**config.mk**
```make
export PLATFORM = sky130hd
export DESIGN_NAME = press_classifier
export DESIGN_NICKNAME = d
export VERILOG_FILES = /design/src/rtl/press_pkg.sv /design/src/rtl/press_evt_reg.sv /design/src/rtl/press_classifier.sv
export SDC_FILE = /design/constraint.sdc
export NUM_CORES = 1
export LEC_CHECK = 0
export CAP_MARGIN = 20
export CORE_UTILIZATION = 45
export DETAILED_ROUTE_END_ITERATION = 10
export PLACE_DENSITY = 0.6
export SETUP_SLACK_MARGIN = 0.5
export SLEW_MARGIN = 20
export SYNTH_ARGS = -nofsm -noshare
export SYNTH_HDL_FRONTEND = slang
export SYNTH_SLANG_ARGS = --single-unit
```
**constraint.sdc**
```tcl
create_clock -name clk -period 3.8 [get_ports clk]
set_input_delay 0.57 -clock clk [delete_from_list [all_inputs] [get_ports clk]]
set_output_delay 0.57 -clock clk [all_outputs]
set_load 0.03 [all_outputs]
```
**src/rtl/press_pkg.sv**
```systemverilog
// Shared event codes and FSM encoding for the pushbutton gesture classifier.
package press_pkg;

   localparam logic [1:0] EVT_NONE   = 2'b00;
   localparam logic [1:0] EVT_SHORT  = 2'b01;
   localparam logic [1:0] EVT_LONG   = 2'b10;
   localparam logic [1:0] EVT_DOUBLE = 2'b11;

   typedef enum logic [1:0] {
      ST_IDLE     = 2'd0,
      ST_PRESS1   = 2'd1,
      ST_GAP      = 2'd2,
      ST_REL_WAIT = 2'd3
   } state_t;

   function automatic int max_int(input int a, input int b);
      return (a > b) ? a : b;
   endfunction

endpackage

```
**src/rtl/press_evt_reg.sv**
```systemverilog
// Single-entry output register for classified events, with a sticky flag
// recording any event that arrived while the previous one was still unaccepted.
module press_evt_reg
   import press_pkg::*;
(
   input  logic       clk,
   input  logic       clear,
   input  logic       emit,
   input  logic [1:0] code,
   input  logic       evt_ready,
   output logic       evt_valid,
   output logic [1:0] evt_code,
   output logic       overflow
);

   logic       r_valid;
   logic [1:0] r_code;
   logic       r_overflow;
   logic       w_accept;

   // Handshake: the event held here is consumed on any edge where
   // evt_valid and evt_ready are both high; code reads 00 whenever empty.
   assign w_accept = r_valid & evt_ready;

   always_ff @(posedge clk) begin
      if (clear) begin
         r_valid    <= 1'b0;
         r_code     <= EVT_NONE;
         r_overflow <= 1'b0;
      end else if (emit && (!r_valid || w_accept)) begin
         r_valid <= 1'b1;
         r_code  <= code;
      end else if (emit) begin
         // Register still full and not being drained: keep the old event.
         r_overflow <= 1'b1;
      end else if (w_accept) begin
         r_valid <= 1'b0;
         r_code  <= EVT_NONE;
      end
   end

   assign evt_valid = r_valid;
   assign evt_code  = r_code;
   assign overflow  = r_overflow;

endmodule

```
**src/rtl/press_classifier.sv**
```systemverilog
// Classifies debounced button presses as short, long or double and hands
// each gesture to the consumer as one event code.
module press_classifier
   import press_pkg::*;
#(
   parameter int LONG_CYCLES = 50_000_000,
   parameter int GAP_CYCLES  = 25_000_000
)
(
   input  logic       clk,
   input  logic       clear,
   input  logic       pb_level,
   output logic       evt_valid,
   output logic [1:0] evt_code,
   input  logic       evt_ready,
   output logic       overflow,
   output logic       busy,
   output state_t     dbg_state
);

   localparam int CNT_W = $clog2(max_int(LONG_CYCLES, GAP_CYCLES) + 1);
   localparam logic [CNT_W-1:0] LONG_LAST = CNT_W'(LONG_CYCLES - 1);
   localparam logic [CNT_W-1:0] GAP_LAST  = CNT_W'(GAP_CYCLES - 1);
   localparam logic [CNT_W-1:0] CNT_ONE   = CNT_W'(1);

   state_t           r_state;
   logic [CNT_W-1:0] r_cnt;
   logic             r_busy;
   logic             w_emit;
   logic [1:0]       w_code;

   // Emit is decoded from the current state and level so that a double
   // press reaches the output register on the same edge that samples it.
   always_comb begin
      w_emit = 1'b0;
      w_code = EVT_NONE;
      case (r_state)
         ST_PRESS1: begin
            if (pb_level && (r_cnt == LONG_LAST)) begin
               w_emit = 1'b1;
               w_code = EVT_LONG;
            end
         end
         ST_GAP: begin
            if (pb_level) begin
               w_emit = 1'b1;
               w_code = EVT_DOUBLE;
            end else if (r_cnt == GAP_LAST) begin
               w_emit = 1'b1;
               w_code = EVT_SHORT;
            end
         end
         default: ;
      endcase
   end

   // Reset lands in REL_WAIT so a button held through clear must be
   // released before any gesture can start.
   always_ff @(posedge clk) begin
      if (clear) begin
         r_state <= ST_REL_WAIT;
         r_cnt   <= '0;
         r_busy  <= 1'b1;
      end else begin
         case (r_state)
            ST_IDLE: begin
               if (pb_level) begin
                  r_state <= ST_PRESS1;
                  r_cnt   <= CNT_ONE;
                  r_busy  <= 1'b1;
               end
            end
            ST_PRESS1: begin
               if (pb_level) begin
                  if (r_cnt == LONG_LAST) begin
                     r_state <= ST_REL_WAIT;
                     r_cnt   <= '0;
                  end else begin
                     r_cnt <= r_cnt + CNT_ONE;
                  end
               end else begin
                  r_state <= ST_GAP;
                  r_cnt   <= CNT_ONE;
               end
            end
            ST_GAP: begin
               if (pb_level) begin
                  // Second press is never timed; just wait for its release.
                  r_state <= ST_REL_WAIT;
                  r_cnt   <= '0;
               end else if (r_cnt == GAP_LAST) begin
                  r_state <= ST_IDLE;
                  r_cnt   <= '0;
                  r_busy  <= 1'b0;
               end else begin
                  r_cnt <= r_cnt + CNT_ONE;
               end
            end
            ST_REL_WAIT: begin
               if (!pb_level) begin
                  r_state <= ST_IDLE;
                  r_busy  <= 1'b0;
               end
            end
            default: begin
               r_state <= ST_REL_WAIT;
               r_cnt   <= '0;
               r_busy  <= 1'b1;
            end
         endcase
      end
   end

   press_evt_reg u_evt_reg (
      .clk       (clk),
      .clear     (clear),
      .emit      (w_emit),
      .code      (w_code),
      .evt_ready (evt_ready),
      .evt_valid (evt_valid),
      .evt_code  (evt_code),
      .overflow  (overflow)
   );

   assign busy      = r_busy;
   assign dbg_state = r_state;

endmodule

```
# [Yosys cells after proc, flatten, opt, wreduce, memory -nomap -nowiden]
# Cells that the tools add are included.
[word_totals] regBits=33
[op_classes] mux=32 addsub=1 n_bitwise=2 n_eq_ne=12 n_reduce_logical=13
[op_table] operator="two-way mux 26 bit" n=5
[op_table] operator="one-hot mux 26 bit (3 select lines)" n=1
[op_table] operator="adder 26 x 1 -> 26 bit (second input constant)" n=1
[op_table] operator="equality test 26 x 25 -> 1 bit (second input constant)" n=1
[op_table] operator="equality test 26 bit (second input constant)" n=1
[op_table] operator="two-way mux 2 bit" n=11
[op_table] operator="two-way mux 1 bit" n=11
[op_table] operator="inequality test 2 bit (second input constant)" n=5
[op_table] operator="one-hot mux 2 bit (4 select lines)" n=1
[op_table] operator="inequality test 3 bit (second input constant)" n=2
[op_table] operator="AND reduction 2 bit" n=3
[op_table] operator="nonzero test 3 bit" n=2
[op_table] operator="AND reduction 5 bit" n=1
[op_table] operator="equality test 2 bit (second input constant)" n=2
[op_table] operator="one-hot mux 2 bit (2 select lines)" n=1
[op_table] operator="AND reduction 4 bit" n=1
[op_table] operator="one-hot mux 1 bit (3 select lines)" n=1
[op_table] operator="equality test 2 x 1 -> 1 bit (second input constant)" n=1
[op_table] operator="logical AND 1 bit" n=2
[op_table] operator="logical NOT 2 bit" n=1
[op_table] operator="one-hot mux 1 bit (2 select lines)" n=1
[op_table] operator="nonzero test 2 bit" n=1
[op_table] operator="AND 1 bit" n=1
[op_table] operator="logical NOT 1 bit" n=1
[op_table] operator="other kinds (2)" n=2

# [Logic depth before layout (Yosys ltp)]
# Gate-level depths: netlist of the first run.
[logic_depth] depth_word=7 depth_mapped=8 mapped_depth_nobuf=7

# [By module]
# From an unflattened synthesis of the first run, not the netlist that was laid out.
[unflattened] cells_unflattened=262 hier_area_um2=2099.5
[modules_own_cells] mod="press_classifier" instances=1 cells_each=243 area_per_inst_um2=1903.1 seq_area_each_um2=580.6
[modules_own_cells] mod="press_evt_reg" instances=1 cells_each=19 area_per_inst_um2=196.4 seq_area_each_um2=80.1

# [Worst setup path after synthesis of the first run]
# OpenSTA, ideal clock, no wires.
[synth_timing] path_kind="register to register" startpoint="register r_state[0] (netlist: dbg_state[0])" endpoint="register r_cnt[25]" n_path_buf=1 synth_period_minus_slack_ns=2.349 required_time_ns=3.728 stages_incl_launch_ff=9 arrival_time_ns=2.278 path_slack_ns=1.451 path_cell_list="dfxtp_1 -> inv_1 -> ha_1 -> nor2b_1 -> or3_1 -> a211oi_4 -> buf_4 -> nand3_1 -> mux2i_1"
[synth_between] elab_chain_len=3
[synth_rtl] item="start, declared" line_no="press_classifier.sv:26" rtl="state_t r_state;"
[synth_rtl] item="start signal, assigned" line_no="press_classifier.sv:61" rtl="r_state <= ST_REL_WAIT;"
[synth_rtl] item="start signal, assigned" line_no="press_classifier.sv:68" rtl="r_state <= ST_PRESS1;"
[synth_rtl] item="start signal, assigned" line_no="press_classifier.sv:76" rtl="r_state <= ST_REL_WAIT;"
[synth_rtl] item="equality test 2 bit, or another cell as far along" line_no="press_classifier.sv:65" rtl="case (r_state)"
[synth_rtl] item="nonzero test 3 bit (no line) or inequality test 2 bit (tied branches)"
[synth_rtl] item="AND reduction 2 bit (no line)"
[synth_rtl] item="end signal, assigned" line_no="press_classifier.sv:79" rtl="r_cnt <= r_cnt + CNT_ONE;"
[synth_rtl] item="end signal, assigned" line_no="press_classifier.sv:96" rtl="r_cnt <= r_cnt + CNT_ONE;"
[synth_rtl] item="end, declared" line_no="press_classifier.sv:27" rtl="logic [CNT_W-1:0] r_cnt;"
# Several ways; a longest one is shown, not always the timed one.
# A chain may end at the register's enable or synchronous reset.

# [Worst setup path in the final report of the first run]
[layout_timing] startpoint="register r_cnt[0]" endpoint="register r_cnt[10]"
[layout_between] elab_chain_len=4
[layout_rtl] item="adder 26 x 1 -> 26 bit, or another cell as far along" line_no="press_classifier.sv:79, press_classifier.sv:96"
[layout_rtl] item="two-way mux 26 bit (on tied branches)" line_no="press_classifier.sv:91, press_classifier.sv:75"
[layout_rtl] item="two-way mux 26 bit (on tied branches)" line_no="press_classifier.sv:87, press_classifier.sv:74"
[layout_rtl] item="one-hot mux 26 bit (3 select lines) (*)" line_no="press_classifier.sv:65"
# Mark *: on every way between the ends. The rest lies on a longest branch, timed or not.

==> summary.md, run 1 <==
| Metric | Value |
|---|---|
| Initial DRC Count | 74 |
| Final setup violation count | 0 |
| WP data arrival | ~2.7 ns |
| Post-CTS Resized | 0 |
| Setup TNS Final | 0 ns |
| Overall routed net length | roughly 4500 µm |
| Design area | ~0.0023 mm² |
| # clock sinks | 33 |
| Largest net degree at the start of global routing | 37 |
| Post-DRT Antenna Nets | 0 |
| DP Area | 0.00218 mm² |
| Top_reg_cell synth | dfxtp_1 |
| Vias | around 1.8k |
| Global Route met3 Usage | between 4 and 5% |
| Count of state elements after synthesis | 33 |
| I/O pin cnt | 11 |
| Number of synthesized flops with an enable pin | 0 |
| Crit path launch | r_cnt[0]$_SDFFE_PP0P_ |
| DR pass1 iterations | 4 |
| Die height | about 70 µm |
| GR Layer Usage met1 | between 20% and 30% |
| Relative slew slack | a little over two thirds |
| Grt peak-use layer | met2 |
| Clk buf depth | 2 |
| Initial antenna violation count | 0 |
| First-pass GRT wire length | between 7000 and 8000 µm |
| Critical Path Source Type | flip-flop |
| Fin crit period | roughly 2.5 ns |
| Skew-Pair Late Insertion Delay | ~0.29 ns |
| Avg Synthesized Cell Area | about 8.4 µm² |
| Yosys cell types | 54 |
| Worst-path fanout max | 36 |
| Worst path bufs/invs | 1 |
| DIE AREA | ~0.005 mm² |
| Crit. End Element | flip-flop |
| CP max stage cell | o311ai_4 |
| Max VDD drop | 248 µV |
| Fin crit share | about two thirds |
| Crit path max-delay family | compound AO/OA/AOI/OAI gates |
| GR Util met2 | 29.5% |
| Worst reg2reg startpoint | r_cnt[0]$_SDFFE_PP0P_ |
| Clock root buffer master | clkbuf_8 |
| Clock transition at path regs | ~0.060 ns |
| CTS Buf Count | 5 |
| Htree depth | 2 |
| Sequential element share of the synthesized area | about a third |
| GRT Overall Usage | 20.1% |
| Final Max Slew Viols | 0 |
| Port Buffers | 10 |
| Pwr/cell area | between 500 and 600 mW/mm² |
| GRT overflow | 0 |
| Routed wire per std cell | between 10 and 15 µm |
| Hold Path Origin | u_evt_reg.overflow$_SDFFE_PP0P_ |
| Syn. warnings | 0 |
| Top post-synthesis cells by area | dfxtp_1 (32%), a21oi_1 (6.7%), mux2i_1 (6.2%), nand3_1 (5.0%), ha_1 (4.2%) |
| Number of vias per cell | 5.79 |
| Max Fclk | approximately 400 MHz |
| Status | complete, no violations |
| Crit path kind | flip-flop to flip-flop |
| Core area | about 0.0044 mm² |
| Mapped Nets | about 260 |
| DP Wirelength | roughly 3200 µm |
| Number of fill cells | 427 |
| Layout cells sized above 1 | under 10% |
| Post-CTS setup buffer count | 0 |
| Nets | between 200 and 300 |
| Cells after Synth | roughly 250 |
| Post-synth ARST share | 0% |
| Worst path max stage delay | about 0.53 ns |
| Min-Delay Path Class | flip-flop to flip-flop |
| CTS tree | done |
| Crit path cell chain | ha_1 -> and3_1 -> nand3_1 -> o311ai_4 -> a211oi_4 -> buf_4 -> a21o_1 -> a22o_1 |
| Remaining DRCs | 0 |
| Antenna Cells | 0 |
| Gpl congestion | just under 0.8 |
| CP required | between 3 and 4 ns |
| Site row count | 24 |
| RSZ-0062 raised after global routing | no |
| Worst Tran Pin Value | 0.450 ns |
| Starting density of the core | approximately 47% |
| Max-cap violation count | 0 |
| Pleak | 0.000822 µW |
| Post-CTS Hold Buffers | 0 |
| Post-Syn Area | around 0.0021 mm² |
| Vias in the first global route | between 1.5k and 2k |
| Worst-case clock skew | about 0.0062 ns |
| Synth top area share | roughly a third |
| Area leader, netlist | dfxtp_1 |
| Hold Fails Final Rpt | 0 |
| Die W | between 70 and 80 µm |
| Layout Area Growth over Synthesis | 9.61% |
layer usage:
metal	part of all wire [%]	up-vias	routed length [µm]
met1	53	817	2360
li1	-	939	-
met4	1.4	0	63
met2	42	27	1880
met5	0	-	0
met3	4.0	7	177
worst min-delay path: stages (launching register included):
cell	delay, ns
dfxtp_1	0.31
inv_1	0.04
o32ai_1	0.06
cells by family after synthesis:
logic type      Yosys count  synth area share, %
simple gates            110                 31.2
xor+xnor                  1                0.420
flops                    33                 31.7
buf+inv                  24                 6.61
fa+ha+maj                 7                 4.20
mux                      13                 6.25
compound gates           60                 19.6
metrics by stage:
step / worst slack [ns] / cells / utilization (%) / hold slack (ns) / power [µW]
6_report: 1.29 / 309 / 51.7 / 0.458 / 1140
5_1_grt: 1.13 / 309 / 51.7 / 0.479 / 1230
4_1_cts: 1.28 / 309 / 51.7 / 0.464 / 1150
3_5_place_dp: 1.03 / 301 / 49.4 / 0.454 / 855
3_3_place_gp: 1.12 / 301 / 49.4 / 0.454 / 856
2_1_floorplan: 1.45 / 248 / - / 0.440 / 738
power by group:
part / switching (µW) / internal (µW) / leakage, µW
clock: 130 / 164 / 0.0000542
sequential: 26.1 / 372 / 0.000267
combinational: 281 / 170 / 0.000501
final timing paths:
| path | depth (start not counted) | to | slack [ns] |
|---|---|---|---|
| min | 2 | u_evt_reg.overflow$_SDFFE_PP0P_ | 0.46 |
| max | 8 | r_cnt[10]$_SDFFE_PP0P_ | 1.29 |
| min reg2reg | 2 | u_evt_reg.overflow$_SDFFE_PP0P_ | 0.46 |
| max reg2reg | 8 | r_cnt[10]$_SDFFE_PP0P_ | 1.29 |
synthesized netlist by cell type (2+ instances only):
library cell / n
o21a_1: 2
inv_1: 11
ha_1: 7
buf_6: 5
o32ai_1: 2
buf_4: 2
nor3b_1: 2
and4_1: 3
and2_1: 3
mux2i_1: 13
a22o_1: 3
and3_1: 10
nor2_1: 10
dfxtp_1: 33
nand4_1: 13
nor3_1: 7
or2_2: 2
o21ai_0: 9
and4b_1: 2
nand2_1: 19
a21o_1: 2
nand3_1: 21
nor4_1: 2
o22ai_1: 2
or3_1: 3
nand2b_1: 3
a21oi_1: 28
clkbuf_1: 3
sequential cells by signal, indices dropped and copies added, names as in the netlist:
register	count
busy	1
u_evt_reg.overflow	1
r_cnt	26
u_evt_reg.evt_code	2
u_evt_reg.evt_valid	1
dbg_state	2
cell usage in the layout (no fill, tap or decap), drive strengths merged, types with 8 or more instances in the layout:
| cell type | synthesis | routed |
|---|---|---|
| o21ai | 9 | 9 |
| clkdlybuf4s50 | 0 | 10 |
| nand2 | 19 | 19 |
| mux2i | 13 | 13 |
| a21oi | 29 | 29 |
| nand4 | 14 | 14 |
| inv | 11 | 11 |
| nor3 | 8 | 8 |
| nor2 | 10 | 10 |
| nand3 | 21 | 21 |
| dfxtp | 33 | 33 |
| and3 | 10 | 10 |
area by class of cell:
cell class,count,area (µm²),area share (%)
Clock buffer,7,96.3,4.22
Clock inverter,1,5.00,0.219
Inverter,11,41.3,1.81
Multi-Input combinational cell,191,1280,56.3
Sequential cell,33,661,28.9
Tap cell,52,65.1,2.85
Timing Repair Buffer,14,130,5.70
(Power assumes the default switching activity.)
==> run 2, diff against run 1 <==
clock period = 2.4 ns   (was 3.8 ns; I/O delays follow)
==> run 2 against run 1 <==
Effect of this change: final cell count grew 7.8%; fmax grew 24%; die area is the same.
==> summary.md, run 2 (synthesized netlist as in run 1, its figures left out) <==
| Metric | Value |
|---|---|
| Largest register FFs | 26 (unchanged) |
| Clock transition at path regs | 0.07 ns (was 0.06 ns) |
| Vias in the first global route | 1,785 (was 1,624) |
| CP required | 2.58 ns (was 3.98 ns) |
| Largest net degree at the start of global routing | 37 (unchanged) |
| Reg-to-Reg End | r_cnt[10]$_SDFFE_PP0P_ (unchanged) |
| First-pass GRT wire length | 8830 µm (was 7910 µm) |
| Hold Fails Final Rpt | 0 (unchanged) |
| Clk buf depth | 2 (unchanged) |
| Clock root buffer master | clkbuf_8 (unchanged) |
| Relative slew slack | 72.9% (was 69.9%) |
| WP data arrival | 2.20 ns (was 2.69 ns) |
| Worst R2R Path Depth | 7 (was 8) |
| Max Fclk | 493 MHz (was 398 MHz) |
| Die W | 70.0 µm (unchanged) |
| Clk network pwr share | 19.5% (was 25.7%) |
| Pwr/cell area | 743 mW/mm² (was 501 mW/mm²) |
| GRT overflow | 0 (unchanged) |
| Largest register by flop count | r_cnt (unchanged) |
| Min-Delay Path Class | flip-flop to flip-flop (unchanged) |
| Max VDD drop | 494 µV (was 248 µV) |
| Switch Pwr | 797 µW (was 437 µW) |
| Starting density of the core | 47.2% (unchanged) |
| Area taken by flip-flops and latches | 691 µm² (was 661 µm²) |
| Hold Path Origin | u_evt_reg.overflow$_SDFFE_PP0P_ (unchanged) |
| CTS tree | done (unchanged) |
| Htree depth | 2 (unchanged) |
| Worst-path fanout max | 36 (unchanged) |
| Antenna Cells | 0 (unchanged) |
| GRT Overall Usage | 22.3% (was 20.1%) |
| Port Buffers | 10 (unchanged) |
| Final Max Slew Viols | 0 (unchanged) |
| Commonest cells after routing, fill and taps aside | buf_4 (22), a21oi_1 (21), nand2_1 (19), dfxtp_1 (19), nand3_1 (16) (was dfxtp_1 (33), a21oi_1 (28), nand3_1 (21), nand2_1 (19)) |
| Max-cap violation count | 0 (unchanged) |
| DIE AREA | 0.00491 mm² (unchanged) |
| Die height | 70.0 µm (unchanged) |
| Fin crit share | 84.5% (was 66.2%) |
| End of the worst hold path | u_evt_reg.overflow$_SDFFE_PP0P_ (unchanged) |
| Post-DRT Antenna Nets | 0 (unchanged) |
| Routed wire per std cell | 15.8 µm (was 14.5 µm) |
| CTS Buf Count | 5 (unchanged) |
| Number of vias per cell | 5.94 (was 5.79) |
| Site row count | 24 (unchanged) |
| Worst reg2reg setup slack | 0.37 ns (was 1.29 ns) |
| RSZ-0062 raised after global routing | yes (was no) |
| Final setup violation count | 0 (unchanged) |
| Setup TNS Final | 0 ns (unchanged) |
| Status | complete, no violations (unchanged) |
| DP Wirelength | 3450 µm (was 3200 µm) |
| Crit path launch | r_cnt[8]$_SDFFE_PP0P_ (was r_cnt[0]$_SDFFE_PP0P_) |
| Crit. End Element | flip-flop (unchanged) |
| Number of fill cells | 399 (was 427) |
| Nets | 293 (was 267) |
| Core area | 0.00441 mm² (unchanged) |
| Layout Area Growth over Synthesis | 31.1% (was 9.61%) |
| Fin crit period | 2.03 ns (was 2.51 ns) |
| DR pass1 iterations | 4 (unchanged) |
| Remaining DRCs | 0 (unchanged) |
| Crit path kind | flip-flop to flip-flop (unchanged) |
| Sequential cell fraction of total power | 32.2% (was 34.8%) |
| Gpl congestion | 0.801 (was 0.788) |
| Skew-Pair Late Insertion Delay | 0.29 ns (about the same) |
| Layout cells sized above 1 | 33.1% (was 9.34%) |
| Worst Hold Path Cells | 2 (unchanged) |
| Worst Tran Pin Value | 0.406 ns (was 0.450 ns) |
| Worst-case clock skew | 0.00601 ns (was 0.00621 ns) |
| # clock sinks | 33 (unchanged) |
| Switching share of total power | 39.3% (was 38.2%) |
| Final core occ | 61.9% (was 51.7%) |
| Overall routed net length | 5270 µm (was 4480 µm) |
| Critical Path Source Type | flip-flop (unchanged) |
| Pleak | 0.000976 µW (was 0.000822 µW) |
| I/O pin cnt | 11 (unchanged) |
| Most common cell after layout, fill and taps aside | buf_4 (was dfxtp_1) |
| Area of the multi-input gates | 0.00149 mm² (was 0.00128 mm²) |
| Worst reg2reg startpoint | r_cnt[8]$_SDFFE_PP0P_ (was r_cnt[0]$_SDFFE_PP0P_) |
| Power Internal | 1230 µW (was 706 µW) |
| Gate power share | 48.3% (was 39.5%) |
| Initial antenna violation count | 0 (unchanged) |
| Vias | 1,979 (was 1,790) |
| Initial DRC Count | 115 (was 74) |
run 2: cell count changes in the layout (fill, tap and decap cells not counted), moves of 5 or more:
cell / change
nand3_1: -5
a21oi_1: -7
dfxtp_1: -14
a21oi_2: +7
dfxtp_4: +5
dfxtp_2: +9
buf_4: +18
run 2: final cells by class:
class / instances / area share, %
repair buffers: 39 / 13.5
multi-input cells: 192 / 54.4
flip-flops and latches: 33 / 25.3
clock buffers: 5 / 2.52
well taps: 52 / 2.38
clock inverters: 1 / 0.183
inverters: 11 / 1.69
run 2: what timing repair did:
item,CTS,global route
pin swaps,8,10
buffers inserted,16,4
hold endpoints to repair,0,0
resized for setup,16,29
setup endpoints to repair,24,30
cloned,1,0
hold buffers,0,0
run 2: how the worst max path moves through the flow:
stage,end,cells past startpoint
global placement,r_cnt[8]$_SDFFE_PP0P_,7
floorplan,r_cnt[15]$_SDFFE_PP0P_,8
CTS,r_cnt[10]$_SDFFE_PP0P_,7
detailed placement,r_cnt[10]$_SDFFE_PP0P_,7
global route,r_cnt[10]$_SDFFE_PP0P_,7
finish,r_cnt[10]$_SDFFE_PP0P_,7
run 2: critical path: stages, from the launching register on:
cell	delay [ns]
dfxtp_4	0.35
nor4_4	0.36
nand4_2	0.19
o311ai_4	0.33
a211oi_4	0.12
buf_12	0.18
a21o_1	0.19
a22o_1	0.19
run 2: routing by layer:
metal	up-vias	GRT usage, %	part of all wire [%]
li1	993	-	-
met1	952	31.5	50
met2	28	33.9	47
met3	6	4.47	2.5
met4	0	7.56	0.84
met5	-	0	0
run 2: through the flow:
stage | std cells | cell area, µm² | hold WS (ns) | setup slack (ns) | total power (µW)
4_1_cts | 329 | 2590 | 0.463 | 0.415 | 1950
5_1_grt | 333 | 2730 | 0.474 | 0.301 | 2150
3_5_place_dp | 306 | 2330 | 0.453 | 0.147 | 1470
6_report | 333 | 2730 | 0.455 | 0.373 | 2030
3_3_place_gp | 306 | 2330 | 0.448 | 0.184 | 1470
2_1_floorplan | 248 | 2180 | 0.440 | 0.472 | 1230
run 2: power by group through the flow:
stage          Combinational, µW  Clock, µW  Sequential [µW]
2_1_floorplan                510          0              719
3_3_place_gp                 803          0              663
3_5_place_dp                 809          0              664
4_1_cts                      892        408              650
5_1_grt                     1060        431              658
6_report                     981        396              652
==> run 3, diff against run 2 <==
clock period = 2.12 ns   (was 2.4 ns; I/O delays follow)
==> run 3 against run 2 <==
Effect of this change: global-route usage up 1.2 points; die area is the same; non-clock buffer count grew 17; combinational power up 7%; utilization rose by 2.9 points; total power increased by 15%; fmax is 5.2% higher; largest cell class unchanged.
==> summary.md, run 3 (synthesized netlist as in run 1, its figures left out) <==
| Metric | Value |
|---|---|
| WP data arrival | 2.11 ns (was 2.20 ns) |
| DR pass1 iterations | 4 (unchanged) |
| Min-Delay Path Class | flip-flop to flip-flop (unchanged) |
| Starting density of the core | 47.2% (unchanged) |
| Worst-path fanout max | 36 (unchanged) |
| Number of vias per cell | 5.76 (was 5.94) |
| Initial DRC Count | 121 (was 115) |
| Design area | 0.00286 mm² (was 0.00273 mm²) |
| Worst-case clock skew | 0.00379 ns (was 0.00601 ns) |
| Clk network pwr share | 23.5% (was 19.5%) |
| Relative slew slack | 78.8% (was 72.9%) |
| Clk buf depth | 2 (unchanged) |
| Initial antenna violation count | 0 (unchanged) |
| Skew-Pair Late Insertion Delay | 0.29 ns (about the same) |
| CP required | 2.30 ns (was 2.58 ns) |
| Vias | 2,023 (was 1,979) |
| Fin crit share | 90.9% (was 84.5%) |
| Final setup violation count | 0 (unchanged) |
| Routed wire per std cell | 15.3 µm (was 15.8 µm) |
| Nets | 309 (was 293) |
| Layout cells sized above 1 | 36.8% (was 33.1%) |
| DP Area | 0.00254 mm² (was 0.00233 mm²) |
| Remaining DRCs | 0 (unchanged) |
| Core area | 0.00441 mm² (unchanged) |
| I/O pin cnt | 11 (unchanged) |
| Max VDD drop | 511 µV (was 494 µV) |
| Site row count | 24 (unchanged) |
| DP Wirelength | 3740 µm (was 3450 µm) |
| Port Buffers | 10 (unchanged) |
| End of the worst hold path | u_evt_reg.overflow$_SDFFE_PP0P_ (unchanged) |
| Switching share of total power | 39.2% (was 39.3%) |
| Layout Area Growth over Synthesis | 37.4% (was 31.1%) |
| RSZ-0062 raised after global routing | yes (unchanged) |
| Largest register by flop count | r_cnt (unchanged) |
| Antenna Cells | 0 (unchanged) |
| Post-DRT Antenna Nets | 0 (unchanged) |
| Largest net degree at the start of global routing | 37 (unchanged) |
| Max Fclk | 519 MHz (was 493 MHz) |
| Number of fill cells | 378 (was 399) |
| Clock root buffer master | clkbuf_8 (unchanged) |
| Gpl congestion | 0.768 (was 0.801) |
| Clock transition at path regs | 0.07 ns (about the same) |
| Gate power share | 45.1% (was 48.3%) |
| CTS Buf Count | 5 (unchanged) |
| First-pass GRT wire length | 9270 µm (was 8830 µm) |
| Pleak | 0.00111 µW (was 0.000976 µW) |
| Worst Tran Pin Value | 0.315 ns (was 0.406 ns) |
| # clock sinks | 33 (unchanged) |
| Worst slack at placement | -0.00767 ns (was 0.147 ns) |
| Hold Fails Final Rpt | 0 (unchanged) |
| CTS tree | done (unchanged) |
| Overall routed net length | 5350 µm (was 5270 µm) |
| Fin crit period | 1.93 ns (was 2.03 ns) |
| Status | complete, no violations (unchanged) |
| Crit path kind | flip-flop to flip-flop (unchanged) |
| Max-cap violation count | 0 (unchanged) |
| Most common cell after layout, fill and taps aside | buf_4 (unchanged) |
| Switch Pwr | 916 µW (was 797 µW) |
| GRT Overall Usage | 23.6% (was 22.3%) |
| Hold Path Origin | u_evt_reg.overflow$_SDFFE_PP0P_ (unchanged) |
| Commonest cells after routing, fill and taps aside | buf_4 (41), a21oi_1 (21), dfxtp_1 (21), nand2_1 (19), nand3_1 (15) (was buf_4 (22), a21oi_1 (21), nand2_1 (19), dfxtp_1 (19), nand3_1 (16)) |
| Worst setup margin | 0.192 ns (was 0.373 ns) |
| Worst reg2reg startpoint | r_cnt[0]$_SDFFE_PP0P_ (was r_cnt[8]$_SDFFE_PP0P_) |
| DIE AREA | 0.00491 mm² (unchanged) |
| Htree depth | 2 (unchanged) |
| Worst R2R Path Depth | 8 (was 7) |
| Largest register FFs | 26 (unchanged) |
| Worst Hold Path Cells | 2 (unchanged) |
| Reg-to-Reg End | r_cnt[10]$_SDFFE_PP0P_ (unchanged) |
| Sequential cell fraction of total power | 31.4% (was 32.2%) |
| Vias in the first global route | 1,968 (was 1,785) |
| Critical Path Source Type | flip-flop (unchanged) |
| Die W | 70.0 µm (unchanged) |
| Crit path launch | r_cnt[0]$_SDFFE_PP0P_ (was r_cnt[8]$_SDFFE_PP0P_) |
| Pwr/cell area | 816 mW/mm² (was 743 mW/mm²) |
| Power Internal | 1420 µW (was 1230 µW) |
| Worst reg2reg setup slack | 0.19 ns (was 0.37 ns) |
| Crit. End Element | flip-flop (unchanged) |
| Die height | 70.0 µm (unchanged) |
| Final Max Slew Viols | 0 (unchanged) |
| GRT overflow | 0 (unchanged) |
-- run 3: repair_timing --
item,in CTS,in global routing
hold endpoints to repair,0,0
buffers inserted,14,0
pin swaps,13,4
hold buffers,0,0
setup endpoints to repair,39,34
gates resized for setup,25,14
-- run 3: stage by stage --
stage | util (%) | hold slack, ns | instances | power, µW | setup TNS, ns
after CTS | 63.6 | 0.475 | 351 | 2300 | 0
after floorplan | - | 0.440 | 248 | 1410 | 0
after global placement | 57.5 | 0.451 | 329 | 1700 | 0
final | 64.8 | 0.474 | 351 | 2340 | 0
after detailed placement | 57.5 | 0.458 | 329 | 1710 | -0.00767
after global routing | 64.8 | 0.513 | 351 | 2490 | 0
-- run 3: critical path, stage by stage, from the launching register on --
cell	delay (ns)
dfxtp_4	0.36
ha_4	0.13
and3_4	0.21
nand3_4	0.08
o311ai_4	0.36
a211oi_4	0.12
buf_12	0.19
a21o_1	0.18
a22o_1	0.19
-- run 3: power by group through the flow --
stage | logic (µW) | registers [µW] | clock network [µW]
final | 1050 | 733 | 549
after global routing | 1160 | 740 | 589
after CTS | 1010 | 734 | 561
after detailed placement | 955 | 755 | 0
after global placement | 953 | 751 | 0
after floorplan | 593 | 818 | 0
-- run 3: worst max path at each step --
stage	to	slack (ns)	cells after the start
6_report	r_cnt[10]$_SDFFE_PP0P_	0.19	8
5_1_grt	r_cnt[25]$_SDFFE_PP0P_	0.10	8
4_1_cts	r_cnt[4]$_SDFFE_PP0P_	0.22	7
3_5_place_dp	r_cnt[9]$_SDFFE_PP0P_	-0.008	7
3_3_place_gp	r_cnt[10]$_SDFFE_PP0P_	0.02	7
2_1_floorplan	r_cnt[15]$_SDFFE_PP0P_	0.19	8
-- run 3: layout make-up --
class | count | area (µm²) | share of cell area [%]
clock buffers | 7 | 96.3 | 3.37
multi-input cells | 191 | 1500 | 52.3
repair buffers | 56 | 468 | 16.4
well taps | 52 | 65.1 | 2.27
flip-flops and latches | 33 | 686 | 24.0
clock inverters | 1 | 5.00 | 0.175
inverters | 11 | 46.3 | 1.62
-- run 3: per-layer routing --
metal  vias to the layer above  global-route usage (%)  wire length (µm)
met5                         -                       0                 0
met4                         0                    10.0               117
met3                        10                    4.62               213
met2                        43                    35.6              2440
met1                       947                    32.6              2590
li1                       1023                       -                 -
